==> src/rtl/riscv_pkg.sv <==
// Shared definitions for the instruction prefetch path: reset PC, NOP encoding,
// fetch FSM states and the buffer entry layout.
package riscv_pkg;

    localparam logic [31:0] RESET_PC_DEFAULT = 32'h0000_0000;
    localparam logic [31:0] NOP_INSTR        = 32'h0000_0013;

    typedef enum logic [1:0] {
        ST_IDLE       = 2'd0,
        ST_REQ        = 2'd1,
        ST_FLUSH_WAIT = 2'd2
    } fetch_state_e;

    typedef struct packed {
        logic [29:0] addr;
        logic [31:0] data;
    } fb_entry_t;

endpackage

==> src/rtl/fetch_buffer.sv <==
// DEPTH-entry FIFO of fetched {word address, instruction} pairs.
// Flush empties the buffer and takes priority over push/pop.
module fetch_buffer
    import riscv_pkg::*;
#(
    parameter int DEPTH = 2
) (
    input  logic                     clk_i,
    input  logic                     rst_ni,
    input  logic                     push_i,
    input  fb_entry_t                push_entry_i,
    input  logic                     pop_i,
    input  logic                     flush_i,
    output fb_entry_t                head_o,
    output logic [$clog2(DEPTH):0]   count_o,
    output logic                     empty_o
);

    localparam int PW = $clog2(DEPTH);
    localparam int CW = PW + 1;

    fb_entry_t         mem_q [DEPTH];
    logic [PW-1:0]     wr_ptr_q, rd_ptr_q;
    logic [CW-1:0]     count_q;

    always_ff @(posedge clk_i or negedge rst_ni) begin
        if (!rst_ni) begin
            wr_ptr_q <= '0;
            rd_ptr_q <= '0;
            count_q  <= '0;
        end else if (flush_i) begin
            wr_ptr_q <= '0;
            rd_ptr_q <= '0;
            count_q  <= '0;
        end else begin
            if (push_i) wr_ptr_q <= wr_ptr_q + 1'b1;
            if (pop_i)  rd_ptr_q <= rd_ptr_q + 1'b1;
            case ({push_i, pop_i})
                2'b10:   count_q <= count_q + 1'b1;
                2'b01:   count_q <= count_q - 1'b1;
                default: count_q <= count_q;
            endcase
        end
    end

    // Storage needs no reset: entries are only observed while count is non-zero.
    always_ff @(posedge clk_i) begin
        if (push_i && !flush_i) mem_q[wr_ptr_q] <= push_entry_i;
    end

    assign head_o  = mem_q[rd_ptr_q];
    assign count_o = count_q;
    assign empty_o = (count_q == '0);

endmodule

==> src/rtl/instr_prefetch.sv <==
// Instruction prefetcher: streams sequential words into a small buffer and
// restarts fetching whenever the core's PC departs from the expected stream.
module instr_prefetch
    import riscv_pkg::*;
#(
    parameter int          DEPTH    = 2,
    parameter logic [31:0] RESET_PC = RESET_PC_DEFAULT
) (
    input  logic        clk,
    input  logic        reset,
    input  logic [31:0] PC,
    input  logic        PCUpdate,
    output logic [31:0] Instr,
    output logic        InstrValid,
    output logic        mem_req,
    output logic [31:0] mem_addr,
    input  logic        mem_ack,
    input  logic [31:0] mem_rdata
);

    localparam int CW = $clog2(DEPTH) + 1;

    fetch_state_e  state_q, state_d;
    logic [31:0]   next_addr_q, next_addr_d;
    logic [31:0]   req_addr_q, req_addr_d;

    fb_entry_t     head, push_entry;
    logic [CW-1:0] count;
    logic          empty, pop, push, flush, redirect, room;
    logic [29:0]   expected;
    logic [31:0]   pc_aligned;
    logic          unused_pc_lsb;

    assign unused_pc_lsb = ^PC[1:0];
    assign pc_aligned    = {PC[31:2], 2'b00};

    assign InstrValid = !empty && (head.addr == PC[31:2]);
    assign Instr      = InstrValid ? head.data : NOP_INSTR;
    assign pop        = PCUpdate && InstrValid;
    assign expected   = empty ? next_addr_q[31:2] : head.addr;
    assign redirect   = (PC[31:2] != expected);
    assign room       = (count - CW'(pop)) < CW'(DEPTH);
    assign push_entry = '{addr: mem_addr[31:2], data: mem_rdata};

    fetch_buffer #(.DEPTH(DEPTH)) u_buf (
        .clk_i        (clk),
        .rst_ni       (reset),
        .push_i       (push),
        .push_entry_i (push_entry),
        .pop_i        (pop),
        .flush_i      (flush),
        .head_o       (head),
        .count_o      (count),
        .empty_o      (empty)
    );

    // An IDLE request acked in the same cycle completes without visiting REQ,
    // which is what allows one instruction per cycle when memory acks at once.
    always_comb begin
        state_d     = state_q;
        next_addr_d = next_addr_q;
        req_addr_d  = req_addr_q;
        mem_req     = 1'b0;
        mem_addr    = next_addr_q;
        push        = 1'b0;
        flush       = 1'b0;
        case (state_q)
            ST_IDLE: begin
                if (redirect) begin
                    flush       = 1'b1;
                    next_addr_d = pc_aligned;
                end else if (room && reset) begin
                    mem_req = 1'b1;
                    if (mem_ack) begin
                        push        = 1'b1;
                        next_addr_d = next_addr_q + 32'd4;
                    end else begin
                        state_d    = ST_REQ;
                        req_addr_d = next_addr_q;
                    end
                end
            end
            ST_REQ: begin
                mem_req  = 1'b1;
                mem_addr = req_addr_q;
                if (redirect) begin
                    flush       = 1'b1;
                    next_addr_d = pc_aligned;
                    state_d     = mem_ack ? ST_IDLE : ST_FLUSH_WAIT;
                end else if (mem_ack) begin
                    push        = 1'b1;
                    next_addr_d = req_addr_q + 32'd4;
                    state_d     = ST_IDLE;
                end
            end
            ST_FLUSH_WAIT: begin
                // Stale request must still complete; its data is dropped.
                mem_req  = 1'b1;
                mem_addr = req_addr_q;
                if (redirect) next_addr_d = pc_aligned;
                if (mem_ack)  state_d     = ST_IDLE;
            end
            default: state_d = ST_IDLE;
        endcase
    end

    always_ff @(posedge clk or negedge reset) begin
        if (!reset) begin
            state_q     <= ST_IDLE;
            next_addr_q <= RESET_PC;
            req_addr_q  <= RESET_PC;
        end else begin
            state_q     <= state_d;
            next_addr_q <= next_addr_d;
            req_addr_q  <= req_addr_d;
        end
    end

endmodule

==> config.mk <==
export PLATFORM = sky130hd
export DESIGN_NAME = instr_prefetch
export DESIGN_NICKNAME = d
export VERILOG_FILES = /design/src/rtl/riscv_pkg.sv /design/src/rtl/fetch_buffer.sv /design/src/rtl/instr_prefetch.sv
export SDC_FILE = /design/constraint.sdc
export NUM_CORES = 1
export LEC_CHECK = 0
export BUFFER_PORTS_ARGS = -buffer_cell sky130_fd_sc_hd__buf_2
export CAP_MARGIN = 40
export CORE_MARGIN = 1.5
export CORE_UTILIZATION = 56
export CTS_CLUSTER_DIAMETER = 120
export DETAILED_ROUTE_END_ITERATION = 7
export GPL_TIMING_DRIVEN = 1
export PLACE_DENSITY_LB_ADDON = 0.08
export SLEW_MARGIN = 15
export SYNTH_ARGS = -nofsm -noshare
export SYNTH_HDL_FRONTEND = slang
export SYNTH_SLANG_ARGS = --single-unit
==> constraint.sdc <==
create_clock -name clk -period 9.1 [get_ports clk]
set_input_delay 0.91 -clock clk [delete_from_list [all_inputs] [get_ports clk]]
set_output_delay 0.91 -clock clk [all_outputs]
set_load 0.01 [all_outputs]
Yosys cells after proc, flatten, opt, wreduce, memory -nomap -nowiden
Memories as Yosys holds them, arrays and structs flattened.
Index checks and enable logic that the tools add are counted.
Widths: inputs -> output; s select.
{"block": "totals", "ram_bits": 124, "word_cells": 82, "inputBits": 68, "out_inout_bits": 66, "memories": 1, "ff_bits": 70}
{"memory": "u_buf.mem_q", "depth": 2, "word_bits": 62, "read_ports": 1, "rd_ports_with_merged_regs": 0, "wr": 1, "line": "fetch_buffer.sv:22", "text": "fb_entry_t mem_q [DEPTH];"}
{"block": "classes", "eq_ne": 13, "muxes": 35, "bitwise_logic": 2, "reduce_logical": 17, "magnitude_cmp": 1, "n_addsub": 7}
{"operator": "$mux 32", "count": 8}
{"operator": "$pmux 32 s3", "count": 1}
{"operator": "$add 32x3->32 const B", "count": 2}
{"operator": "$eq 30x30->1", "count": 1}
{"operator": "$mux 30", "count": 1}
{"operator": "$ne 30x30->1", "count": 1}
{"operator": "$mux 1", "count": 14}
{"operator": "$mux 2", "count": 7}
{"operator": "$ne 3x3->1 const B", "count": 3}
{"operator": "$ne 2x2->1 const B", "count": 4}
{"operator": "$pmux 2 s3", "count": 1}
{"operator": "$reduce_bool 3->1", "count": 2}
{"operator": "$reduce_and 5->1", "count": 1}
{"operator": "$eq 2x1->1 const B", "count": 2}
{"operator": "$eq 2x2->1 const B", "count": 2}
{"operator": "$logic_and 1x1->1", "count": 4}
{"operator": "$logic_not 2->1", "count": 2}
{"operator": "$pmux 1 s2", "count": 2}
{"operator": "$pmux 2 s2", "count": 1}
{"operator": "$reduce_and 4->1", "count": 1}
{"operator": "$reduce_bool 2->1", "count": 2}
{"operator": "$reduce_or 2->1", "count": 2}
{"operator": "$reduce_and 3->1", "count": 1}
{"operator": "$add 1x1->1 const B", "count": 2}
{"operator": "other kinds (6)", "count": 8}

Depth between registers and ports, before layout
{"block": "depth", "ltp_word": 13, "mapped_depth": 14, "depth_no_buf": 9}

By module
From an unflattened synthesis, not the netlist that was laid out.
{"block": "unflattened", "cells_unflattened": 909, "area_unflattened_um2": 10979.3}
{"module": "instr_prefetch", "seq_area_each_um2": 1651.6, "instances": 1, "cells_each": 696, "area_per_inst_um2": 5992.0}
{"module": "fetch_buffer", "seq_area_each_um2": 3823.7, "instances": 1, "cells_each": 213, "area_per_inst_um2": 4987.3}

Least setup slack after synthesis
Ideal clock, no wire load.
{"block": "synth_path", "path_type": "in2reg", "from": "input PC[25]", "to": "memory u_buf.mem_q[0][0] (netlist bit) (enable)", "stages": 9, "n_path_buf": 2, "required_ns": 8.618, "setup_time_ns": 0.482, "arrival_time_ns": 5.503, "slack_ns": 3.114, "cell_sequence": "xnor2_1 o311ai_0 o31ai_1 or4b_1 buf_2 nor3_4 buf_2 o211ai_1 nor2_1"}
{"block": "synth_between", "elab_chain_len": 12, "word_cells_on_any_way": 17, "cone_classes": "add/sub: 1; order compare: 1; eq/ne: 2; mux: 8; reduce/logical: 5"}
{"item": "start, declared", "line": "instr_prefetch.sv:11", "text": "input logic [31:0] PC,"}
{"item": "$eq 30x30->1", "line": "instr_prefetch.sv:37", "text": "assign InstrValid = !empty && (head.addr == PC[31:2]);"}
{"item": "$logic_and 1x1->1", "line": "instr_prefetch.sv:37"}
{"item": "$logic_and 1x1->1", "line": "instr_prefetch.sv:39", "text": "assign pop = PCUpdate && InstrValid;"}
{"item": "$sub 2x1->2", "line": "instr_prefetch.sv:42", "text": "assign room = (count - CW'(pop)) < CW'(DEPTH);"}
{"item": "$lt 2x2->1", "line": "instr_prefetch.sv:42"}
{"item": "$logic_and 1x1->1", "line": "instr_prefetch.sv:72", "text": "end else if (room && reset) begin"}
{"item": "$mux 1", "line": "instr_prefetch.sv:72"}
{"item": "$mux 1", "line": "instr_prefetch.sv:69", "text": "if (redirect) begin"}
{"item": "$pmux 1 s2", "line": "instr_prefetch.sv:67", "text": "case (state_q)"}
{"item": "$logic_and 1x1->1 *", "line": "fetch_buffer.sv:48", "text": "if (push_i && !flush_i) mem_q[wr_ptr_q] <= push_entry_i;"}
{"item": "$mux 1 *", "line": "fetch_buffer.sv:48"}
{"item": "$mux 1 (not written as such) *", "line": "fetch_buffer.sv:48"}
{"item": "end, declared", "line": "fetch_buffer.sv:22"}
Every way passes the cells marked *; elsewhere a longest branch is shown, timed or not.

Worst setup path after layout
{"block": "layout_path", "from": "register u_buf.rd_ptr_q", "to": "memory u_buf.mem_q[0][11] (netlist bit) (enable)"}
{"block": "layout_between", "elab_chain_len": 13, "word_cells_on_any_way": 19, "cone_classes": "add/sub: 1; order compare: 1; eq/ne: 2; mux: 9; reduce/logical: 5; memory: 1"}
{"item": "start, declared", "line": "fetch_buffer.sv:23", "text": "logic [PW-1:0] wr_ptr_q, rd_ptr_q;"}
{"item": "start signal, assigned", "line": "fetch_buffer.sv:37", "text": "if (pop_i) rd_ptr_q <= rd_ptr_q + 1'b1;"}
{"item": "$mem_v2 2x62 *"}
{"item": "$eq 30x30->1", "line": "instr_prefetch.sv:37"}
{"item": "$logic_and 1x1->1", "line": "instr_prefetch.sv:37"}
{"item": "$logic_and 1x1->1", "line": "instr_prefetch.sv:39"}
{"item": "$sub 2x1->2", "line": "instr_prefetch.sv:42"}
{"item": "$lt 2x2->1", "line": "instr_prefetch.sv:42"}
{"item": "$logic_and 1x1->1", "line": "instr_prefetch.sv:72"}
{"item": "$mux 1", "line": "instr_prefetch.sv:72"}
{"item": "$mux 1", "line": "instr_prefetch.sv:69"}
{"item": "$pmux 1 s2", "line": "instr_prefetch.sv:67"}
{"item": "$logic_and 1x1->1 *", "line": "fetch_buffer.sv:48"}
{"item": "$mux 1 *", "line": "fetch_buffer.sv:48"}
{"item": "$mux 1 (not written as such) *", "line": "fetch_buffer.sv:48"}
Marked as above.

==> out/results.ini <==
[status]
status = finished, final reports clean

[routing]
wl_um = 30800
firstDrtPassIters = 6
via_count = 8546
route.detailed.drc = 0
viasPerCell = 6.340
wl_met1_um = 12500
met3WireLength_um = 2872
antenna_left = 0
top_layer_used = met4
wl_met2_um = 14500
drt_iter0_markers = 958
wl_per_cell_um = 22.85

[placed_design]
place_congestion = 0.9519
dp_slack_ns = 3.502
port_buffers = 131
hpwl_um = 21790
placed_cells = 1315

[sta]
fin_skew_ns = 0.009199
fin_crit_sh_pct = 60.83
worst_slack_ns = 3.564
finalCriticalPeriod_ns = 5.536
timing.fmax_mhz = 180.6
worst_slew_margin_rel_pct = 36.71
tightest_slew_ns = 0.9407
fin_tns_setup_ns = 0
hold_viol_final = 0
rsz0062_at_grt = no
setup_viol = 0
slew_viol_final = 0

[pwr]
irDropWorstVdd_uv = 128.0
power_uw = 1868
p_leak_uw = 0.004573
p_per_area_nw_per_um2 = 151.0

[yosys]
synth-edff-count = 124
synth_nets = 1050
synth.avg_cell_area_um2 = 11.14
synth_area_leader_cell = edfxtp_1
async_reset_ff_share_pct = 36.08
synth.distinct_cells = 63
syn_inst = 976
synth_top_area_share_pct = 34.26
synth-seq-cells = 194
synth_ff_type = edfxtp_1
synth_area_leaders = edfxtp_1 (34%), dfrtp_1 (16%), mux2i_1 (6.6%)
netlist_area_um2 = 10870
synth_warnings = 0
synth-seq-area-share_pct = 50.38

[cts]
cts_buffer_depth = 2
clkTransAtPathRegs_ns = 0.08
htreeDepth = 4
post_cts_resized = 0
cts_root_buf = clkbuf_16
clock-sinks = 194
cts_setup_buffers = 0
hold_buffers = 0
cts_made_buffers = 17
clk_latency_ns = 0.45
cts_tree = done

[global_routing]
grt_antenna_before_repair = 0
grt_max_degree = 59
grt_pass1_wl_um = 46690
gr-total-overflow = 0
grt_pass1_vias = 8107
grt_use_total_pct = 31.20

[critical_path]
arrival_ns = 5.61
r2r_setup_slack_ns = 3.56
crit_path_start_kind = flip-flop
crit_path_max_fanout = 49
path_class = reg2reg
required_ns = 9.18
cp-end-kind = flip-flop

[layout]
diodes = 0
final_nets = 1149
drive_above_1_share_pct = 21.69
layout.cells.non_filler = 1348
area_growth_pct = 13.82
final_util_pct = 65.47

[floorplanning]
num_rows = 50
dieArea_um2 = 20250
die_h_um = 142.3
core_um2 = 18890
die_w_um = 142.3
start_util_pct = 57.52
ios = 134

[min_path]
hp-class = in2async

[flow_run]
drv_cap = 0

-- synth_stat cells (all sizes together) (19+ instances only) --
library cell  number
nand2             51
mux2i             72
nand4             24
xnor2             60
a31oi             28
buf               20
dfrtp             70
inv               19
edfxtp           124
a21oi             32
nor4              23
nor3              23
nand3             32
mux2              67
o21ai             24
clkbuf            52
xor2              42
nor2              78
-- path summary, 6_finish.rpt --
| kind | startpoint | endpoint | cells after the start |
|---|---|---|---|
| max | u_buf.rd_ptr_q | u_buf.mem_q[0][11] | 10 |
| min reg2reg | req_addr_q[0] | req_addr_q[0] | 1 |
| min | reset | u_buf.wr_ptr_q | 1 |
| min in group clk | req_addr_q[0] | req_addr_q[0] | 1 |
| max reg2reg | u_buf.rd_ptr_q | u_buf.mem_q[0][11] | 10 |
| max in group asynchronous | reset | next_addr_q[20] | 3 |
-- stage by stage --
stage | cell area (um^2) | hold WS (ns)
6_report | 12370 | 0.3299
3_5_place_dp | 11720 | 0.4898
5_1_grt | 12370 | 0.3230
3_3_place_gp | 11680 | 0.4829
4_1_cts | 12340 | 0.3213
2_1_floorplan | 10870 | 0.4666
-- critical path, stage by stage, from the launching register on --
cell and delay [ns]:
dfrtp_4 0.88, buf_4 0.52, mux2i_1 0.34, xnor2_1 0.18, nor4_2 0.36, a31oi_1 0.23
or4b_1 0.77, nor3_4 0.42, o211ai_1 0.30, nor2_4 0.46, buf_4 0.62
-- kinds of logic after synthesis --
family / share of synthesized area [%]
adders and majority gates: 0.6907
muxes: 13.57
xor gates and xnor gates: 8.220
and+or+nand+nor: 12.87
AOI/OAI and AO/OA: 10.57
DFF: 50.38
buffers and inverters: 3.695
-- layout make-up --
cell class / count / area (um^2)
Sequential cell: 194 / 5479
Fill cell: 1541 / 6524
Clock buffer: 17 / 425.4
Timing Repair Buffer: 152 / 843.3
Inverter: 19 / 71.32
Clock inverter: 15 / 195.2
Tap cell: 260 / 325.3
Multi-Input combinational cell: 691 / 5030
-- registers in the layout (all words and copies together), names as in the netlist --
name / flops
u_buf.mem_q: 124
u_buf.wr_ptr_q: 1
u_buf.rd_ptr_q: 1
next_addr_q: 32
u_buf.count_o: 2
state_q: 2
req_addr_q: 32
-- cells in the final DEF (no fill, tap or decap), types with 5 or more instances in the layout --
master and n:
a211oi_1 12, a21oi_1 32, a31oi_1 28, and2_1 5, and3_1 16, and4_1 7, buf_2 130, buf_4 20
clkbuf_16 17, dfrtp_1 69, edfxtp_1 124, ha_1 5, inv_1 19, inv_8 5, mux2_1 30, mux2_2 37
mux2i_1 72, nand2_1 51, nand3_1 32, nand4_1 24, nor2_1 76, nor3_1 20, nor4_1 22, o211ai_1 10
o21ai_0 24, o22ai_1 7, o32a_1 10, or3_1 6, xnor2_1 60, xor2_1 42
-- report_power, final --
part | switching, uW | internal (uW)
Clock | 395 | 380
Sequential | 18.6 | 945
Combinational | 76.6 | 51.7
-- layer usage --
| layer | up-vias | GRT usage, % |
|---|---|---|
| li1 | 3859 | - |
| met1 | 4148 | 41.94 |
| met2 | 467 | 49.55 |
| met3 | 72 | 7.201 |
| met4 | 0 | 11.77 |
| met5 | - | 0 |
(Power assumes the default switching activity.)
